### config.mk
export PLATFORM = sky130hd
export DESIGN_NAME = sqrt_fp_iterative
export DESIGN_NICKNAME = d
export VERILOG_FILES = /design/src/rtl/sqrt_fp_iterative.sv
export SDC_FILE = /design/constraint.sdc
export NUM_CORES = 1
export LEC_CHECK = 0
export BUFFER_PORTS_ARGS = -buffer_cell sky130_fd_sc_hd__buf_2
export CORE_UTILIZATION = 50
export CTS_CLUSTER_DIAMETER = 120
export DETAILED_ROUTE_END_ITERATION = 6
export PLACE_DENSITY_LB_ADDON = 0.05
export SLEW_MARGIN = 25
export SYNTH_ARGS = -nofsm -noshare
export SYNTH_HDL_FRONTEND = slang
export SYNTH_SLANG_ARGS = --single-unit
### constraint.sdc
create_clock -name clk -period 5.3 [get_ports clk]
set_input_delay 1.06 -clock clk [delete_from_list [all_inputs] [get_ports clk]]
set_output_delay 1.06 -clock clk [all_outputs]
set_load 0.05 [all_outputs]
### src/rtl/sqrt_fp_iterative.sv
// Parametrised floating-point square root: restoring digit-by-digit root on the
// significand (one bit per cycle) followed by round-to-nearest-even.
module sqrt_fp_iterative #(
    parameter int EXP_W  = 8,
    parameter int MANT_W = 23,
    localparam int W     = 1 + EXP_W + MANT_W
) (
    input  logic         clk,
    input  logic         rst,
    input  logic         start,
    input  logic [W-1:0] a,
    output logic         busy,
    output logic         done,
    output logic [W-1:0] sqrt,
    output logic         invalid,
    output logic         inexact
);

    localparam int BIAS = 2 ** (EXP_W - 1) - 1;
    localparam int RW   = 2 * (MANT_W + 2);
    localparam int REMW = MANT_W + 4;
    localparam int QW   = MANT_W + 2;
    localparam int CW   = $clog2(MANT_W + 2);
    localparam logic [W-1:0] QNAN = {1'b0, {EXP_W{1'b1}}, 1'b1, {(MANT_W-1){1'b0}}};

    typedef enum logic [1:0] {IDLE, ITER, ROUND} state_t;

    state_t            state, state_nxt;
    logic [RW-1:0]     rad, rad_nxt;
    logic [REMW-1:0]   rem, rem_nxt;
    logic [QW-1:0]     root, root_nxt;
    logic [CW-1:0]     cnt, cnt_nxt;
    logic [EXP_W-1:0]  rexp, rexp_nxt;
    logic [W-1:0]      sqrt_nxt;
    logic              invalid_nxt, inexact_nxt, done_nxt;

    // Operand fields and classification
    logic              sgn;
    logic [EXP_W-1:0]  ex;
    logic [MANT_W-1:0] fr;
    logic              is_special, spec_inv;
    logic [W-1:0]      spec_res;
    logic [EXP_W:0]    exp_sum;
    logic              e_odd;
    logic [EXP_W-1:0]  exp_in;

    assign sgn = a[W-1];
    assign ex  = a[W-2:MANT_W];
    assign fr  = a[MANT_W-1:0];

    // floor((exp-BIAS)/2)+BIAS == (exp+BIAS)>>1; parity of exp+BIAS matches exp-BIAS
    assign exp_sum = {1'b0, ex} + (EXP_W+1)'(BIAS);
    assign exp_in  = exp_sum[EXP_W:1];
    assign e_odd   = exp_sum[0];

    always_comb begin
        is_special = 1'b1;
        spec_inv   = 1'b0;
        spec_res   = QNAN;
        if (ex == '0) begin
            spec_res = {sgn, {(W-1){1'b0}}};
        end else if (ex == '1 && fr != '0) begin
            spec_inv = ~fr[MANT_W-1];
        end else if (sgn) begin
            spec_inv = 1'b1;
        end else if (ex == '1) begin
            spec_res = a;
        end else begin
            is_special = 1'b0;
        end
    end

    // Iteration step and rounding datapath
    logic [REMW-1:0]   rem_sh, trial;
    logic              ge;
    logic              guard, sticky, up;
    logic [MANT_W:0]   mant_sum;
    logic [EXP_W-1:0]  exp_r;

    assign rem_sh   = {rem[REMW-3:0], rad[RW-1 -: 2]};
    assign trial    = {root, 2'b01};
    assign ge       = (rem_sh >= trial);
    assign guard    = root[0];
    assign sticky   = (rem != '0);
    assign up       = guard & (sticky | root[1]);
    assign mant_sum = {1'b0, root[MANT_W:1]} + (MANT_W+1)'(up);
    assign exp_r    = mant_sum[MANT_W] ? rexp + EXP_W'(1) : rexp;

    assign busy = (state == ITER);

    always_ff @(posedge clk or posedge rst) begin
        if (rst) begin
            state   <= IDLE;
            rad     <= '0;
            rem     <= '0;
            root    <= '0;
            cnt     <= '0;
            rexp    <= '0;
            sqrt    <= '0;
            invalid <= 1'b0;
            inexact <= 1'b0;
            done    <= 1'b0;
        end else begin
            state   <= state_nxt;
            rad     <= rad_nxt;
            rem     <= rem_nxt;
            root    <= root_nxt;
            cnt     <= cnt_nxt;
            rexp    <= rexp_nxt;
            sqrt    <= sqrt_nxt;
            invalid <= invalid_nxt;
            inexact <= inexact_nxt;
            done    <= done_nxt;
        end
    end

    always_comb begin
        state_nxt   = state;
        rad_nxt     = rad;
        rem_nxt     = rem;
        root_nxt    = root;
        cnt_nxt     = cnt;
        rexp_nxt    = rexp;
        sqrt_nxt    = sqrt;
        invalid_nxt = invalid;
        inexact_nxt = inexact;
        done_nxt    = 1'b0;
        case (state)
            IDLE: begin
                if (start) begin
                    if (is_special) begin
                        sqrt_nxt    = spec_res;
                        invalid_nxt = spec_inv;
                        inexact_nxt = 1'b0;
                        done_nxt    = 1'b1;
                    end else begin
                        state_nxt = ITER;
                        rad_nxt   = e_odd ? {1'b1, fr, {(MANT_W+3){1'b0}}}
                                          : {2'b01, fr, {(MANT_W+2){1'b0}}};
                        rem_nxt   = '0;
                        root_nxt  = '0;
                        cnt_nxt   = CW'(MANT_W + 1);
                        rexp_nxt  = exp_in;
                    end
                end
            end
            ITER: begin
                rad_nxt = rad << 2;
                if (ge) begin
                    rem_nxt  = rem_sh - trial;
                    root_nxt = {root[QW-2:0], 1'b1};
                end else begin
                    rem_nxt  = rem_sh;
                    root_nxt = {root[QW-2:0], 1'b0};
                end
                if (cnt == '0) state_nxt = ROUND;
                else           cnt_nxt   = cnt - CW'(1);
            end
            ROUND: begin
                sqrt_nxt    = {1'b0, exp_r, mant_sum[MANT_W-1:0]};
                inexact_nxt = guard | sticky;
                invalid_nxt = 1'b0;
                done_nxt    = 1'b1;
                state_nxt   = IDLE;
            end
            default: state_nxt = IDLE;
        endcase
    end

endmodule

==> key figures <==
Worst hold path
  • WHS Path Cells: 1
  • Hold path endpoint: inexact
  • Hold crit path type: flop to flop
  • Hold_sp: inexact

Logic synthesis
  • Post-synth EDFFs: 0
  • Synth Area in Simple Gates: 0.196
  • Synthesized area per cell: 8.43 sq um
  • Sequential share of the synthesized area: 0.401
  • Cells after Synth: 941
  • Yosys top cell area share: 0.401
  • Unique masters post-synth: 59
  • Synth Net Count: 1,010
  • Mux contribution to synthesized area: 0.0344
  • Fraction of registers with async set/reset: 1.00
  • Dominant synthesized flop cell: dfrtp_1
  • Syn. warnings: 0
  • Area leader, netlist: dfrtp_1
  • Mapped Area: 7940 sq um
  • XOR/XNOR Fraction of Synth Area: 0.0607
  • Adder-cell share of the synthesized area: 0.0536
  • Yosys reg bits: 127
  • Largest family of logic cells by synthesized area: compound AO/OA/AOI/OAI gates
  • Synth cell count leaders: nand2_1, dfrtp_1, o21ai_1
  • Compound-Gate Fraction of Synth Area: 0.206
  • Largest cells by area after synthesis: dfrtp_1, nand2_1, o21ai_1
  • Top-count cell post-synth: nand2_1

Global routing
  • Pin count of the biggest net entering global routing: 102
  • Global-route wire length before repair: 32,700 um
  • Total Routing Usage GR: 0.254
  • Initial antenna violation count: 0
  • Gr ovfl total: 0
  • Vias in the first global route: 6,398

Clocking
  • Clk buf depth: 2
  • TritonCTS clock tree: yes
  • H-tree level count: 4
  • CTS hold repair buffers: 0
  • Clock slew at reported path FFs: 0.06 ns
  • CTS resizes: 0
  • Root Driver: clkbuf_16
  • Num CTS Buffers: 17
  • Worst-skew pair later-pin latency: 0.42 ns
  • Num Clock Sinks: 127
  • Post-CTS setup buffer count: 0

Setup path
  • Kind of critical path: flop to flop
  • Worst endpoint data arrival time: 3.85 ns
  • Worst reg2reg path depth: 11
  • Slowest Stage Delay on Critical Path: 0.47 ns
  • Reg2Reg Setup Slack: 1.76 ns
  • Crit. End Element: flop
  • CP required: 5.60 ns
  • FF-to-FF End: rem[19]
  • Buffer and inverter count on the worst path: 2
  • RR Startpoint: root[0]
  • Worst path cell trace: inv_1 -> ha_1 -> o211ai_1 -> o21ai_1 -> o21a_1 -> o31a_4 -> o2111ai_4 -> a2111oi_4 -> or2_1 -> buf_4 -> a221o_1
  • CP max FO: 14
  • Worst path top cell family by delay: compound AO/OA/AOI/OAI gates
  • Max stage delay cell, worst path: or2_1
  • Worst path depth: 11
  • CP startpoint kind: flop

Floorplanning
  • Die Y: 128 um
  • Die W: 128 um
  • Effective utilization at floorplan: 0.516
  • Ports: 71
  • Core Area: 15,400 sq um
  • Die area: 16,400 sq um
  • Row Count: 45

Route
  • DRT Pass-1 Iters: 7
  • DR WL/cell: 16.2 um
  • Post-DR vias/cell: 5.66
  • Via Count: 6,852
  • Final wirelength: 19,600 um
  • Initial DRC count: 483
  • Detailed-route DRC error count: 0
  • Remaining antenna violation count: 0

STA
  • Final Hold Vio Count: 0
  • Slew Viols, Final: 0
  • RSZ-0062 raised after global routing: false
  • Final worst path period share: 0.669
  • Post-route setup TNS: 0 ns
  • Hold WS: 0.475 ns
  • Final setup vio count: 0
  • Max_slew headroom: 0.434
  • Fin crit period: 3.54 ns
  • Worst Max-Slew Pin Slew: 0.849 ns
  • Fmax achieved: 0.282 GHz
  • Clock skew: 0.0101 ns
  • Setup ws final: 1.76 ns

Cells and area
  • Share of cells above drive strength 1: 0.121
  • N_diodes: 0
  • Area Growth Syn to Fin: 14.2%
  • Area of the multi-input gates: 4390 sq um
  • Nets: 1,056
  • Final Util: 0.589
  • Register area: 3180 sq um
  • Filler cell count: 1,414

Power
  • Leak: 0.00400 uW
  • Max IR drop VDD: 0.000588 V
  • Pwr/cell area: 713 nW/um^2

Placed design
  • RePlAce Congestion: 0.865
  • Dpl ws: 1.50 ns
  • Dpl hpwl: 13,500 um
  • Port Buffers: 70

Flow run
  • Max-Cap Viols: 0

Status
  • Status: complete, no violations
[layout by cell type, fill, tap and decap left out, types with 25 or more instances in the layout]
cell type,count
a21oi_1,53
mux2i_1,25
inv_1,36
o21ai_1,86
nor2_1,69
buf_2,70
nand2_1,154
nand3_1,25
xnor2_1,41
dfrtp_1,127
nor3_1,28
ha_1,34
[flip-flops by register name, indices dropped and copies added, names as in the netlist, 2 cells and up]
register / count
rexp: 8
root: 25
rad: 25
cnt: 5
sqrt: 32
rem: 27
state: 2
[routing by layer]
layer  GRT usage  wire length (um)  up-vias
met5           0                 0        -
met4      0.0595               217        0
met3      0.0526               778       18
met2       0.385              8690      131
met1       0.371              9880     3260
li1            -                 -     3443
[worst register-to-register path: stages (launching register included)]
cell       delay, ns
dfrtp_1         0.41
inv_1           0.25
ha_1            0.35
o211ai_1        0.17
o21ai_1         0.17
o21a_1          0.24
o31a_4          0.38
o2111ai_4       0.24
a2111oi_4       0.11
or2_1           0.47
buf_4           0.32
a221o_1         0.32
[per-stage QoR]
step	cell area (sq um)	instances	power, uW
final	9060	1210	6460
after detailed placement	8410	1178	5170
after global routing	9060	1210	6970
after CTS	9040	1209	6460
after floorplan	7940	941	4410
after global placement	8410	1178	5130
[final cells by class]
class | count | share of cell area
inverter | 41 | 0.0173
timing repair buffer | 80 | 0.0483
sequential | 127 | 0.351
clock inverter | 14 | 0.0229
tap | 211 | 0.0291
clock buffer | 17 | 0.0469
multi-input combinational | 720 | 0.485
[kinds of logic (layout without fill, tap and decap cells)]
family / count (synthesis) / after routing
AO/OA/AOI/OAI: 258 / 258
XOR/XNOR: 55 / 55
adder cells (fa/ha/maj): 34 / 34
buffers and inverters: 94 / 152
flip-flops: 127 / 127
multiplexers: 27 / 27
AND/OR/NAND/NOR: 346 / 346
[worst max-delay path by stage]
stage | startpoint | to
2_1_floorplan | rst | cnt[0]
3_3_place_gp | a[23] | rem[0]
3_5_place_dp | a[23] | rem[19]
4_1_cts | root[0] | rem[19]
5_1_grt | root[0] | rem[19]
6_report | root[0] | rem[19]
[report_power, final]
| group | switching, uW | internal [uW] |
|---|---|---|
| sequential | 316 | 1330 |
| combinational | 2150 | 1390 |
| clock | 478 | 795 |
Power figures use the tool's default switching activity.
